<file path="src/rtl/dac8563_pkg.sv">
// Shared types and constants for the DAC8563 command sequencer.
// Define DAC8563_INTREF_EN to add the internal-reference word to the init sequence.
package dac8563_pkg;

  typedef enum logic [3:0] {
    StRstWait   = 4'd0,
    StInitIssue = 4'd1,
    StIdle      = 4'd2,
    StIssue     = 4'd3,
    StWaitBusy  = 4'd4,
    StWaitDone  = 4'd5
  } state_e;

  localparam logic [2:0] SPI_IDLE = 3'd0;
  localparam logic [2:0] SPI_DONE = 3'd4;

  localparam logic [2:0] CMD_WR_UPD = 3'b011;
  localparam logic [2:0] ADDR_A     = 3'b000;
  localparam logic [2:0] ADDR_B     = 3'b001;

  localparam logic [23:0] INIT_SW_RST = 24'h28_0001;
  localparam logic [23:0] INIT_PWR_UP = 24'h20_0003;
  localparam logic [23:0] INIT_LDAC   = 24'h30_0003;

`ifdef DAC8563_INTREF_EN
  localparam logic [23:0] INIT_INT_REF = 24'h38_0001;
  localparam int unsigned NUM_INIT     = 4;
`else
  localparam int unsigned NUM_INIT     = 3;
`endif

  function automatic logic [23:0] build_word(input logic [2:0] cmd, input logic [2:0] addr,
                                             input logic [15:0] data);
    return {2'b00, cmd, addr, data};
  endfunction

  function automatic logic [23:0] init_word(input logic [1:0] idx);
    logic [23:0] w;
`ifdef DAC8563_INTREF_EN
    case (idx)
      2'd0:    w = INIT_SW_RST;
      2'd1:    w = INIT_PWR_UP;
      2'd2:    w = INIT_INT_REF;
      default: w = INIT_LDAC;
    endcase
`else
    case (idx)
      2'd0:    w = INIT_SW_RST;
      2'd1:    w = INIT_PWR_UP;
      default: w = INIT_LDAC;
    endcase
`endif
    return w;
  endfunction

endpackage

</file>
<file path="src/rtl/dac8563_rr_arb.sv">
// Two-way round-robin arbiter: a lone request always wins, a tie goes to the pointer,
// and the pointer moves to the other channel whenever a grant is taken.
module dac8563_rr_arb (
  input  logic i_clk,
  input  logic i_fRST,
  input  logic i_a_req,
  input  logic i_b_req,
  input  logic i_take,
  output logic o_gnt_a,
  output logic o_gnt_b
);

  logic ptr_b_q;

  always_comb begin
    o_gnt_a = i_a_req & (~i_b_req | ~ptr_b_q);
    o_gnt_b = i_b_req & (~i_a_req | ptr_b_q);
  end

  always_ff @(posedge i_clk or posedge i_fRST) begin
    if (i_fRST) begin
      ptr_b_q <= 1'b0;
    end else if (i_take) begin
      ptr_b_q <= o_gnt_a;
    end
  end

endmodule

</file>
<file path="src/rtl/dac8563_ctrl.sv">
// DAC8563 command sequencer: plays the init words, then arbitrates channel A/B updates
// into the SPI master. DAC8563_INTREF_EN selects the 4-word init sequence.
module dac8563_ctrl
  import dac8563_pkg::*;
#(
  parameter int unsigned PWRUP_DLY = 200,
  parameter int unsigned TIMEOUT   = 4096
) (
  input  logic        i_clk,
  input  logic        i_fRST,
  input  logic        i_a_req,
  input  logic [15:0] i_a_data,
  input  logic        i_b_req,
  input  logic [15:0] i_b_data,
  output logic        o_a_ack,
  output logic        o_b_ack,
  output logic        o_spi_start,
  output logic [23:0] o_mosi_data,
  input  logic [2:0]  i_spi_state,
  output logic        o_ready,
  output logic        o_busy,
  output logic        o_err,
  output logic [3:0]  o_state
);

  localparam int unsigned CntMax = (PWRUP_DLY > TIMEOUT) ? PWRUP_DLY : TIMEOUT;
  localparam int unsigned CntW   = (CntMax > 2) ? $clog2(CntMax) : 1;
  localparam logic [1:0]  LastIdx = 2'(NUM_INIT - 1);

  state_e          state_q, state_d;
  logic [CntW-1:0] cnt_q, cnt_d;
  logic [1:0]      idx_q, idx_d;
  logic            init_tag_q, init_tag_d;
  logic [23:0]     mosi_q, mosi_d;
  logic            start_q, start_d;
  logic            a_ack_q, a_ack_d, b_ack_q, b_ack_d;
  logic            ready_q, ready_d, busy_q, busy_d, err_q, err_d;
  logic            gnt_a, gnt_b, arb_take;

  dac8563_rr_arb u_arb (
    .i_clk   (i_clk),
    .i_fRST  (i_fRST),
    .i_a_req (i_a_req),
    .i_b_req (i_b_req),
    .i_take  (arb_take),
    .o_gnt_a (gnt_a),
    .o_gnt_b (gnt_b)
  );

  always_comb begin
    state_d    = state_q;
    cnt_d      = cnt_q;
    idx_d      = idx_q;
    init_tag_d = init_tag_q;
    mosi_d     = mosi_q;
    start_d    = 1'b0;
    a_ack_d    = 1'b0;
    b_ack_d    = 1'b0;
    ready_d    = ready_q;
    err_d      = err_q;
    arb_take   = 1'b0;

    unique case (state_q)
      StRstWait: begin
        if (cnt_q == CntW'(PWRUP_DLY - 1)) begin
          state_d = StInitIssue;
          idx_d   = 2'd0;
          cnt_d   = '0;
        end else begin
          cnt_d = cnt_q + CntW'(1);
        end
      end
      StInitIssue: begin
        mosi_d     = init_word(idx_q);
        init_tag_d = 1'b1;
        state_d    = StIssue;
      end
      StIdle: begin
        if (gnt_a || gnt_b) begin
          arb_take   = 1'b1;
          mosi_d     = gnt_a ? build_word(CMD_WR_UPD, ADDR_A, i_a_data)
                             : build_word(CMD_WR_UPD, ADDR_B, i_b_data);
          a_ack_d    = gnt_a;
          b_ack_d    = gnt_b;
          init_tag_d = 1'b0;
          state_d    = StIssue;
        end
      end
      StIssue: begin
        if (i_spi_state == SPI_IDLE) begin
          start_d = 1'b1;
          cnt_d   = '0;
          state_d = StWaitBusy;
        end
      end
      StWaitBusy: begin
        if (i_spi_state != SPI_IDLE) begin
          cnt_d   = '0;
          state_d = StWaitDone;
        end else if (cnt_q == CntW'(TIMEOUT - 1)) begin
          err_d      = 1'b1;
          init_tag_d = 1'b0;
          state_d    = StIdle;
        end else begin
          cnt_d = cnt_q + CntW'(1);
        end
      end
      StWaitDone: begin
        if (i_spi_state == SPI_DONE) begin
          if (init_tag_q && idx_q != LastIdx) begin
            idx_d   = idx_q + 2'd1;
            state_d = StInitIssue;
          end else begin
            // Last init word done marks the DAC as configured.
            if (init_tag_q) ready_d = 1'b1;
            init_tag_d = 1'b0;
            state_d    = StIdle;
          end
        end else if (cnt_q == CntW'(TIMEOUT - 1)) begin
          err_d      = 1'b1;
          init_tag_d = 1'b0;
          state_d    = StIdle;
        end else begin
          cnt_d = cnt_q + CntW'(1);
        end
      end
      default: state_d = StRstWait;
    endcase

    busy_d = (state_d == StIssue) || (state_d == StWaitBusy) || (state_d == StWaitDone);
  end

  always_ff @(posedge i_clk or posedge i_fRST) begin
    if (i_fRST) begin
      state_q    <= StRstWait;
      cnt_q      <= '0;
      idx_q      <= 2'd0;
      init_tag_q <= 1'b0;
      mosi_q     <= '0;
      start_q    <= 1'b0;
      a_ack_q    <= 1'b0;
      b_ack_q    <= 1'b0;
      ready_q    <= 1'b0;
      busy_q     <= 1'b0;
      err_q      <= 1'b0;
    end else begin
      state_q    <= state_d;
      cnt_q      <= cnt_d;
      idx_q      <= idx_d;
      init_tag_q <= init_tag_d;
      mosi_q     <= mosi_d;
      start_q    <= start_d;
      a_ack_q    <= a_ack_d;
      b_ack_q    <= b_ack_d;
      ready_q    <= ready_d;
      busy_q     <= busy_d;
      err_q      <= err_d;
    end
  end

  assign o_state     = state_q;
  assign o_mosi_data = mosi_q;
  assign o_spi_start = start_q;
  assign o_a_ack     = a_ack_q;
  assign o_b_ack     = b_ack_q;
  assign o_ready     = ready_q;
  assign o_busy      = busy_q;
  assign o_err       = err_q;

endmodule

</file>
<file path="config.mk">
export PLATFORM = sky130hd
export DESIGN_NAME = dac8563_ctrl
export DESIGN_NICKNAME = d
export VERILOG_FILES = /design/src/rtl/dac8563_pkg.sv /design/src/rtl/dac8563_rr_arb.sv /design/src/rtl/dac8563_ctrl.sv
export SDC_FILE = /design/constraint.sdc
export NUM_CORES = 1
export LEC_CHECK = 0
export ABC_AREA = 0
export BUFFER_PORTS_ARGS = -buffer_cell sky130_fd_sc_hd__buf_2
export CAP_MARGIN = 20
export CORE_UTILIZATION = 40
export CTS_BUF_LIST = sky130_fd_sc_hd__clkbuf_2
export DETAILED_ROUTE_END_ITERATION = 8
export GPL_ROUTABILITY_DRIVEN = 0
export GPL_TIMING_DRIVEN = 0
export PLACE_DENSITY = 0.75
export SYNTH_ARGS = -nofsm -noshare
export SYNTH_HDL_FRONTEND = slang
export SYNTH_SLANG_ARGS = --single-unit
</file>
<file path="constraint.sdc">
create_clock -name i_clk -period 3 [get_ports i_clk]
set_clock_uncertainty 0.05 [all_clocks]
set_input_delay 0.6 -clock i_clk [delete_from_list [all_inputs] [get_ports i_clk]]
set_output_delay 0.6 -clock i_clk [all_outputs]
set_load 0.03 [all_outputs]
</file>
=== Word-level counts from Yosys, hierarchy flattened ===
Index checks and enable logic that the tools add are counted.

* $add $sub $neg: 2
* Eq/ne operators: 21
* Muxes and demuxes: 40
* Bitwise logic cells: 8
* Reductions and logical operators: 19

{| class="wikitable"
|+ Operators by type and width
! kind !! count
|-
| 12-bit two-way mux || 5
|-
| 12-bit case mux with 4 select lines || 1
|-
| 24-bit case mux with 2 select lines || 1
|-
| 21-bit case mux with 2 select lines || 1
|-
| 24-bit two-way mux || 1
|-
| 4-bit two-way mux || 6
|-
| 4-bit case mux with 6 select lines || 1
|-
| 17-bit two-way mux || 1
|-
| 4-bit by 3-bit == test with 1-bit output (second input constant) || 4
|-
| 1-bit two-way mux || 16
|-
| 2-bit != test (second input constant) || 8
|-
| 12-bit by 1-bit adder with 12-bit output (second input constant) || 1
|-
| 12-bit == test (second input constant) || 1
|-
| 12-bit by 8-bit == test with 1-bit output (second input constant) || 1
|-
| 4-bit by 2-bit == test with 1-bit output (second input constant) || 3
|-
| 4-bit AND reduction || 3
|-
| 2-bit two-way mux || 4
|-
| 4-bit nonzero test || 2
|-
| 3-bit AND reduction || 2
|-
| 2-bit nonzero test || 3
|-
| 4-bit by 1-bit == test with 1-bit output (second input constant) || 1
|-
| 4-bit logical NOT || 1
|-
| 1-bit NOT || 4
|-
| 1-bit case mux with 4 select lines || 1
|-
| 14 further kinds || 18
|}

* Register bits: 50
* Input bits: 39
* Output and inout port bits: 34
* Logic and storage cells: 102

=== Depth between registers and ports, before layout ===
* Word-level depth: 9
* Gate-level depth with buffers: 8
* Depth with buffers taken out: 7

=== Modules after synthesis ===
From an unflattened synthesis, not the netlist that was laid out.

* Cells, all modules: 285
* Area total of the unflattened synthesis: 2583.7 um^2

{| class="wikitable"
|+ By module, submodules not included
! module !! times used !! cells an instance !! area each (um^2) !! seq. area each (um^2)
|-
| dac8563_ctrl || 1 || 279 || 2517.4 || 1126.1
|-
| dac8563_rr_arb || 1 || 6 || 66.3 || 25.0
|}

=== Least setup slack after synthesis ===
No wires, ideal clock.

* Path kind: flip-flop to flip-flop
* From: reg cnt_q[0]
* To: reg cnt_q[5]
* Library setup time: 0.121 ns
* Arrival: 1.777 ns
* Required time: 2.829 ns
* Setup slack: 1.052 ns
* Stages on the path, launching flop included: 9
* Path buffers: 2
* Clock period less this slack: 1.948 ns
* Cell sequence: dfrtp_1 > ha_1 > and3_1 > clkbuf_1 > and4_1 > buf_2 > a211oi_1 > o21ai_0 > a22o_1

* Longest elaborated chain between the ends: 4
* Elaborated cells between the ends (all ways): 8
* Those cells by class: add/sub: 1; eq/ne: 2; mux: 5

{| class="wikitable"
|+ RTL lines
! what !! RTL line !! source
|-
| from (decl) || dac8563_ctrl.sv:31 || <nowiki>logic [CntW-1:0] cnt_q, cnt_d;</nowiki>
|-
| from (signal assigned) || dac8563_ctrl.sv:148 || <nowiki>cnt_q <= cnt_d;</nowiki>
|-
| 12-bit by 1-bit adder with 12-bit output or 12-bit == test (tied branches) || -- ||
|-
| 12-bit two-way mux || dac8563_ctrl.sv:100, dac8563_ctrl.sv:119 ||
|-
| 12-bit two-way mux, on equally long branches || dac8563_ctrl.sv:109, dac8563_ctrl.sv:97 ||
|-
| 12-bit case mux with 4 select lines * || dac8563_ctrl.sv:63 || <nowiki>unique case (state_q)</nowiki>
|}

Mark *: on every way between the ends. The rest lies on a longest branch, timed or not. The select of a mux whose other input is x is not followed.
A chain may end at the register's enable or synchronous reset.

=== Worst setup path after layout ===
Ends and elaborated chain as after synthesis.

==> metrics.md <==
| Metric | Value |
|---|---|
| Relative slew slack | 64.0% |
| PD cells | ~760 nW/µm² |
| Mapped Area | 2530 µm² |
| Clock buffer depth | 2 |
| CP Data Required Time | ~3.3 ns |
| Ant diodes | 0 |
| Yosys Warn Count | 0 |
| WL final | between 5 and 6 mm |
| Commonest cells after routing, fill and taps aside | buf_2 (75), dfrtp_1 (46), inv_1 (23) |
| CTS H-tree depth | 2 |
| Reg clk slew, reported paths | 0.23 ns |
| Sequential share of the synthesized area | about 45% |
| Final instance area | 3080 µm² |
| Clock latency on the worst-skew pair | between 0.4 and 0.5 ns |
| Placed Instances | 411 |
| Layout Cells excl Fill | 420 |
| Core area | roughly 6000 µm² |
| # rows | 28 |
| First-pass GRT wire length | approximately 9.7 mm |
| Mean area per synthesized cell | around 9.6 µm² |
| Slowest cell on crit path | dfrtp_1 |
| Peak VDD IR | 0.000466 V |
| Synth cell types | 59 |
| Via count | roughly 2300 |
| Minimum clock period | 2.15 ns |
| Layout cells sized above 1 | between 30% and 40% |
| Max_cap viols | 0 |
| DRT Pass-1 Iters | 4 |
| Worst Setup Start Kind | flop |
| IO Port Bufs | approximately 70 |
| Post-synth top flop | dfrtp_1 |
| GRT overflow | 0 |
| Hold Violations, Final | 0 |
| Post-cts sizing count | 0 |
| Syn-to-layout area delta | 21.6% |
| Chip height | a little over 80 µm |
| Worst-path cell chain | ha_1 > and3_1 > clkbuf_1 > and4_1 > buf_2 > a211oi_1 > o21ai_0 > a22o_1 |
| Commonest non-fill, non-tap cell in the layout | buf_2 |
| Worst hold slack | approximately 0.36 ns |
| Synthesized instance count | approximately 260 |
| Post-synth EDFFs | 0 |
| CTS tree | done |
| Worst Path Max Fanout | 7 |
| Total chip power | around 0.0023 W |
| Initial core utilization | 42.1% |
| Worst setup EP type | flop |
| Synth Register Bits | 46 |
| Overall routing resource usage | 18.7% |
| Fmax | around 0.47 GHz |
| Clock tree root buffer cell | clkbuf_2 |
| Hold Path Class | input port to flop |
| Largest net degree at the start of global routing | 45 |
| Wire per inst | roughly 14 µm |
| Vias per cell | roughly 5.6 |
| Num Clock Sinks | 46 |
| RSZ-0062 raised after global routing | false |
| Iter 0 DRT Violations | 110 |
| Area after DPL | about 3000 µm² |
| Post-layout net count | roughly 390 |
| Vias in the first global route | approximately 2200 |
| Outcome | completed |
| Tcrit/Tclk final | 71.7% |
| Total CTS buffers | 5 |
| Worst Path Arrival | around 2.4 ns |
| DP Wirelength | about 4.5 mm |
| Post-synth ARST share | 100% |
| Max stage delay on crit path | ~0.48 ns |
| P_leak | 1.57 nW |
| Postcts setup bufs | 0 |
| Initial antenna violation count | 0 |
| Setup TNS | 0 ns |
| Die W | slightly above 80 µm |
| Setup violations, final | 0 |
| Setup Crit Path Kind | flop to flop |
| Final Max Tran Viols | 0 |
| Io pins | 73 |
| Die area | ~6700 µm² |
| # DRC | 0 |
| Worst Tran Pin Value | 0.536 ns |
| Antenna viol nets, final | 0 |
-- layout make-up --
type / instances / area, µm²
plain buffers: 18 / 114
flip-flops and latches: 46 / 1150
repair buffers: 70 / 370
inverters: 24 / 90.1
well taps: 75 / 93.8
clock buffers: 6 / 30.0
multi-input cells: 179 / 1190
clock inverters: 2 / 37.5
fillers: 560 / 2940
-- cells by family (layout without fill, tap and decap cells) --
group                    Yosys count  in the layout  share of synthesized area, %
adder cells (fa/ha/maj)            5              5                          2.47
multiplexers                       2              2                         0.839
flip-flops                        46             46                          45.4
AO/OA/AOI/OAI                     82             82                          24.2
other                              1              5                         0.148
AND/OR/NAND/NOR                   85             85                          18.9
buffers and inverters             42            120                          8.05
-- state kept, by name (all words and copies together) (netlist names), 2 cells and up --
signal	flops
cnt_q	12
idx_q	2
o_mosi_data	20
o_state	4
-- worst max-delay path, delay by kind of cell, from the launching register on --
kind	cells	cell delay, ns
AOI/OAI and AO/OA	3	0.62
DFF	1	0.48
and+or+nand+nor	2	0.37
buffers and inverters	2	0.32
adders and majority gates	1	0.26
-- final timing paths --
| kind | endpoint | cells past startpoint | startpoint | slack [ns] |
|---|---|---|---|---|
| max | cnt_q[5]$_DFFE_PP0P_ | 8 | cnt_q[0]$_DFFE_PP0P_ | 0.85 |
| min | o_mosi_data[4]$_DFFE_PP0P_ | 3 | i_b_data[4] | 0.36 |
| max reg2reg | cnt_q[5]$_DFFE_PP0P_ | 8 | cnt_q[0]$_DFFE_PP0P_ | 0.85 |
| min reg2reg | o_ready$_DFFE_PP0P_ | 1 | o_ready$_DFFE_PP0P_ | 0.45 |
| max in group asynchronous | o_mosi_data[19]$_DFFE_PP0P_ | 4 | i_fRST | 1.99 |
| min in group asynchronous | o_mosi_data[2]$_DFFE_PP0P_ | 3 | i_fRST | 0.50 |
-- cells in the mapped netlist (all sizes together) (2+ instances only) --
cell type	count	area share, %
a41oi	3	1.0
nor3	8	1.8
or2	2	0.49
o21bai	3	0.89
a21o	4	1.2
or3	2	0.69
a21oi	10	2.4
and3	6	1.7
o22a	3	1.0
nand3	6	1.2
inv	24	3.6
nor3b	2	0.99
a22oi	2	0.59
dfrtp	46	45
nand2	21	3.2
o31ai	3	0.89
nor4	2	0.49
clkbuf	4	0.59
o22ai	3	0.74
buf	14	3.9
o21ai	19	3.9
and2	2	0.59
a222oi	14	5.5
ha	5	2.5
nand4	3	0.74
nand3b	2	0.59
a22o	6	2.1
nor2	19	3.1
a31oi	2	0.49
nand2b	2	0.49
a31o	2	0.69
and4	3	1.0
-- stage by stage --
stage                     worst slack (ns)  util, %
after floorplan                       1.05        -
after global placement               0.695     49.5
final                                0.850     51.1
after CTS                            0.854     51.1
after detailed placement             0.792     49.9
after global routing                 0.622     51.1
-- layer usage --
metal	up-vias	track usage [%]	wire [µm]
li1	1129	-	-
met1	1106	23.8	2670
met2	100	31.3	2750
met3	8	4.22	479
met4	0	6.49	66
met5	-	0	0
-- power by group --
group          switching (W)  total, W  internal (W)
Combinational       0.000618  0.000974      0.000356
Clock               0.000200  0.000344      0.000144
Sequential          0.000183   0.00102      0.000837
Total                0.00100   0.00234       0.00134
-- repair_timing --
action | 4_1_cts | 5_1_grt
hold endpoints to repair | 2 | 0
hold buffers | 1 | 0
endpoints found under the setup margin | 0 | 0
Note: power is estimated with default switching activity, not from simulation.
